===== config.mk =====
export PLATFORM = sky130hd
export DESIGN_NAME = irq_prio_ctrl
export DESIGN_NICKNAME = d
export VERILOG_FILES = /design/src/rtl/irq_pkg.sv /design/src/rtl/irq_edge_sync.sv /design/src/rtl/irq_prio_ctrl.sv
export SDC_FILE = /design/constraint.sdc
export NUM_CORES = 1
export LEC_CHECK = 0
export CORE_AREA = 2 2 52 54
export DETAILED_ROUTE_END_ITERATION = 8
export DIE_AREA = 0 0 54 56
export GPL_TIMING_DRIVEN = 1
export PLACE_DENSITY = 0.59
export REMOVE_ABC_BUFFERS = 1
export SLEW_MARGIN = 20
export SYNTH_ARGS = -nofsm -noshare
export SYNTH_HDL_FRONTEND = slang
export SYNTH_SLANG_ARGS = --single-unit
export TNS_END_PERCENT = 30

===== constraint.sdc =====
create_clock -name CLK -period 1.7 [get_ports CLK]
set_input_delay 0.51 -clock CLK [delete_from_list [all_inputs] [get_ports CLK]]
set_output_delay 0.51 -clock CLK [all_outputs]
set_load 0.02 [all_outputs]

===== src/rtl/irq_pkg.sv =====
// irq_pkg: shared types and helpers for the prioritised interrupt controller
package irq_pkg;
  // All-ones IPL pattern meaning "no interrupt"; callers truncate it to IPL_W.
  localparam logic [31:0] IPL_NONE = 32'hFFFF_FFFF;
  // Width of the IRQ_ID bus: it must also encode the value NUM_IRQ for "none".
  function automatic int id_w(input int num);
    return $clog2(num + 1);
  endfunction
  // Active-low IPL for channel idx: level = num - idx, so channel 0 is the highest level.
  function automatic logic [31:0] ipl_of(input int idx, input int num);
    return ~(32'(num - idx));
  endfunction
endpackage


===== src/rtl/irq_edge_sync.sv =====
// irq_edge_sync: two-flop synchroniser plus previous-value flop yielding a one-cycle rising-edge pulse
module irq_edge_sync (
  input  logic clk,
  input  logic rst_n,
  input  logic src,
  output logic rise
);
  logic sync1, sync2, prev;
  // Shift the asynchronous source through the synchroniser and the prev stage.
  always_ff @(posedge clk or negedge rst_n)
    if (!rst_n) {sync1, sync2, prev} <= '0;
    else {sync1, sync2, prev} <= {src, sync1, sync2};
  assign rise = sync2 & ~prev;
endmodule


===== src/rtl/irq_prio_ctrl.sv =====
// irq_prio_ctrl: prioritised interrupt controller; define IRQ_AUTOACK_EN to let IACK clear the presented channel
module irq_prio_ctrl
  import irq_pkg::*;
#(
  parameter int NUM_IRQ = 3,
  parameter int IPL_W   = 3
) (
  input  logic                        CLK,
  input  logic                        nRESET,
  input  logic [NUM_IRQ-1:0]          IRQ_IN,
  input  logic [NUM_IRQ-1:0]          DIN,
  input  logic                        WR_ACK,
  input  logic                        WR_MASK,
  input  logic                        IACK,
  output logic [IPL_W-1:0]            nIPL,
  output logic [id_w(NUM_IRQ)-1:0]    IRQ_ID,
  output logic [NUM_IRQ-1:0]          PENDING,
  output logic [NUM_IRQ-1:0]          MASK
);
  localparam int ID_W = id_w(NUM_IRQ);
  localparam logic [ID_W-1:0] ID_NONE = ID_W'(NUM_IRQ);
  logic [NUM_IRQ-1:0] rise, clr, active;
  logic [ID_W-1:0]    win_id;
  logic [IPL_W-1:0]   win_ipl;
  for (genvar g = 0; g < NUM_IRQ; g++) begin : g_sync
    irq_edge_sync u_sync (
      .clk  (CLK),
      .rst_n(nRESET),
      .src  (IRQ_IN[g]),
      .rise (rise[g])
    );
  end
`ifdef IRQ_AUTOACK_EN
  // Clear set: software ack bits plus the channel currently presented when IACK pulses.
  always_comb begin
    clr = WR_ACK ? DIN : '0;
    for (int i = 0; i < NUM_IRQ; i++)
      if (IACK && int'(IRQ_ID) == i) clr[i] = 1'b1;
  end
`else
  logic unused_iack;
  assign unused_iack = IACK;
  // Clear set: software ack bits only.
  always_comb clr = WR_ACK ? DIN : '0;
`endif
  // Pending bits are sticky; a new edge beats a same-cycle clear. Mask never touches pending.
  always_ff @(posedge CLK or negedge nRESET)
    if (!nRESET) begin
      PENDING <= '0;
      MASK    <= '1;
    end else begin
      PENDING <= (PENDING & ~clr) | rise;
      if (WR_MASK) MASK <= DIN;
    end
  // Fixed priority: the lowest-index enabled pending channel wins.
  always_comb begin
    active  = PENDING & MASK;
    win_id  = ID_NONE;
    win_ipl = IPL_W'(IPL_NONE);
    for (int i = NUM_IRQ - 1; i >= 0; i--)
      if (active[i]) begin
        win_id  = ID_W'(i);
        win_ipl = IPL_W'(ipl_of(i, NUM_IRQ));
      end
  end
  // Register the arbitration result so the CPU sees a glitch-free IPL bus.
  always_ff @(posedge CLK or negedge nRESET)
    if (!nRESET) begin
      nIPL   <= IPL_W'(IPL_NONE);
      IRQ_ID <= ID_NONE;
    end else begin
      nIPL   <= win_ipl;
      IRQ_ID <= win_id;
    end
endmodule


==> results of run 1 <==
-- per-stage QoR --
step | utilization | power, mW | setup slack (ns)
floorplan | - | 0.544 | 0.568
global placement | 0.321 | 0.646 | 0.0621
detailed placement | 0.321 | 0.649 | 0.0532
CTS | 0.327 | 0.833 | 0.00308
global route | 0.327 | 0.874 | 0.00204
finish | 0.327 | 0.820 | 0.0525
-- worst min path at each step --
stage / startpoint / endpoint / slack [ns] / cells past startpoint
final: g_sync[1].u_sync.sync1 / g_sync[1].u_sync.sync2 / 0.35 / 0
after global routing: g_sync[0].u_sync.sync1 / g_sync[0].u_sync.sync2 / 0.37 / 0
after CTS: g_sync[1].u_sync.sync1 / g_sync[1].u_sync.sync2 / 0.36 / 0
after detailed placement: g_sync[1].u_sync.sync1 / g_sync[1].u_sync.sync2 / 0.33 / 0
after global placement: g_sync[1].u_sync.sync1 / g_sync[1].u_sync.sync2 / 0.33 / 0
after floorplan: nRESET / PENDING[0] / 0.21 / 0
-- flip-flops by register name, summed over array words and instances (netlist names) --
name / cells
PENDING: 3
g_sync.u_sync.sync1: 3
g_sync.u_sync.sync2: 3
MASK: 3
g_sync.u_sync.prev: 3
nIPL: 2
-- cell type report --
class | instances | area [um2]
fillers | 252 | 1640
flip-flops and latches | 17 | 432
well taps | 30 | 37.5
repair buffers | 21 | 194
inverters | 3 | 11.3
clock buffers | 4 | 26.3
multi-input cells | 13 | 95.1
-- per-layer routing --
layer  routed length (um)  vias up
met5                    0        -
met4                   12        0
met1                  411      168
met2                  411       15
met3                   75        2
li1                     -      159
-- cell usage in the layout, fill, tap and decap left out, drive strengths merged --
master and count:
a22o 3, a32oi 1, a22oi 1, inv 3
dfrtp 12, buf 2, mux2 3, conb 1
dfstp 5, nand2 4, clkdlybuf4s15 4, clkbuf 5
clkdlybuf4s50 9, dlygate4sd2 5
-- power breakdown --
group	total [mW]	switching, mW	leakage, nW	internal [mW]
Sequential	0.470	0.0208	0.191	0.449
Clock	0.203	0.112	0.0150	0.0911
Combinational	0.147	0.0762	0.150	0.0711
Total	0.820	0.209	0.356	0.611
-- kinds of logic after synthesis --
logic type | count (synthesis) | synth area share
other | 1 | 0.00669
buffers and inverters | 6 | 0.0603
and+or+nand+nor | 4 | 0.0268
DFF | 17 | 0.770
muxes | 3 | 0.0603
AOI/OAI and AO/OA | 5 | 0.0759
-- repair_timing --
item	CTS	global route
gates resized for setup	10	6
hold buffers	0	0
setup endpoints to repair	10	5
==> results.sh, run 1 <==
export IMPL_io_buffer_count=19
export IMPL_slowest_stage="dfstp_2"
export IMPL_synth_area_leader_cell="dfrtp_1"
export IMPL_path_cells="clkdlybuf4s15_1"
export IMPL_r2r_cells=2
export IMPL_timing_critical_path_depth=1
export IMPL_crit_path_start="MASK[2]"
export IMPL_drive_gt1_frac=0.241
export IMPL_drt_pass1_iterations=1
export IMPL_final_min_clock_period_ns=1.65
export IMPL_cts_tree="done"
export IMPL_reg2reg_to="nIPL[0]"
export IMPL_die_h_um=56
export IMPL_finalClockSkew_ns=0.00102
export IMPL_drcViolationCount=0
export IMPL_fmax_mhz=607
export IMPL_fp_row_count=18
export IMPL_clock_latency_ns=0.28
export IMPL_antenna_found_initial=0
export IMPL_syn_cell_area_um2=561
export IMPL_clockRootBuffer="clkbuf_4"
export IMPL_peakVddDrop_v=0.000602
export IMPL_routabilityCongestion=0.723
export IMPL_synth_distinct_cells=10
export IMPL_numCtsBuffers=3
export IMPL_ys_ff_latch=17
export IMPL_cp_max_fo=3
export IMPL_cts_num_sinks=17
export IMPL_die_area_um2=3020
export IMPL_grt_max_degree=18
export IMPL_drtAntennaViolNets=0
export IMPL_ys_seq_area_frac=0.770
export IMPL_leakage_nw=0.356
export IMPL_grt_pass1_vias=357
export IMPL_async_flop_share=1.00
export IMPL_critPathBufInv=1
export IMPL_stdcell_count=88
export IMPL_io_pins=22
export IMPL_timing_hold_ws_ns=0.354
export IMPL_grt_util_all_layers=0.0761
export IMPL_cp_arrival_ns=1.14
export IMPL_drv_slew=0
export IMPL_cp_required_ns=1.19
export IMPL_die_w_um=54
export IMPL_cap_violations=0
export IMPL_critPathKind="flip-flop to output port"
export IMPL_fin_area_um2=796
export IMPL_via_per_inst=3.91
export IMPL_clk_pin_slew_ns=0.09
export IMPL_synth_area_leaders="dfrtp_1, dfstp_2, mux2_2"
export IMPL_finalHoldViolations=0
export IMPL_path_delay_family="flip-flops"
export IMPL_syn_to_final_growth_pct=42.0
export IMPL_grt_use_met3=0.0484
export IMPL_coreArea_um2=2430
export IMPL_synth_common_cells="dfrtp_1, dfstp_2, nand2_1"
export IMPL_finalWirelength_um=910
export IMPL_start_util=0.230
export IMPL_gr_usage_met2=0.106
export IMPL_top_usage_layer="met2"
export IMPL_period_share=0.969
export IMPL_wl_per_cell_um=10.3
export IMPL_r2r_start="MASK[1]"
export IMPL_startpoint_type="flip-flop"
export IMPL_yosysWarningCount=0
export IMPL_end_kind="output port"
export IMPL_yosysMostFrequentCell="dfrtp_1"
export IMPL_synth_enable_flop_cells=0
export IMPL_met1_usage=0.0914
export IMPL_synth_cells=36
export IMPL_synth_ff_type="dfrtp_1"
export IMPL_nets=70
export IMPL_cpPeakStageDelay_ns=0.55
export IMPL_outcome="finished clean"
export IMPL_num_vias=344
export IMPL_rsz0062_at_grt="false"
export IMPL_cts_htree_levels=1
export IMPL_setup_viol=0
export IMPL_rrSetupSlack_ns=0.81
export IMPL_fin_setup_tns_ns=0
export IMPL_hold_class="flip-flop to flip-flop"
export IMPL_synth_avg_cell_area_um2=15.6
export IMPL_dp_cells=84
export IMPL_cts_setup_buffers=0
export IMPL_diodes=0
export IMPL_overflow=0
export IMPL_synth_top_area_share=0.536
export IMPL_drt_iter0_markers=0
export IMPL_timing_critical_path_to="MASK[2]"
export IMPL_placed_cell_area_um2=781
export IMPL_cts_buffer_depth=2
export IMPL_grt_pass1_wl_mm=1.64
export IMPL_dp_final_hpwl_um=686
export IMPL_power_per_cell_area_nw_per_um2=1030
No activity file was read; power rests on OpenSTA's default activity.
==> inputs of run 2 (changes only) <==
--- a/config.mk
+++ b/config.mk
@@ -5,6 +5,7 @@
 export SDC_FILE = /design/constraint.sdc
 export NUM_CORES = 1
 export LEC_CHECK = 0
+export CAP_MARGIN = 40
 export CORE_AREA = 2 2 52 54
 export DETAILED_ROUTE_END_ITERATION = 8
 export DIE_AREA = 0 0 54 56
==> results of run 2 <==
The final DEF is identical to that of run 1; final timing and power are the same.
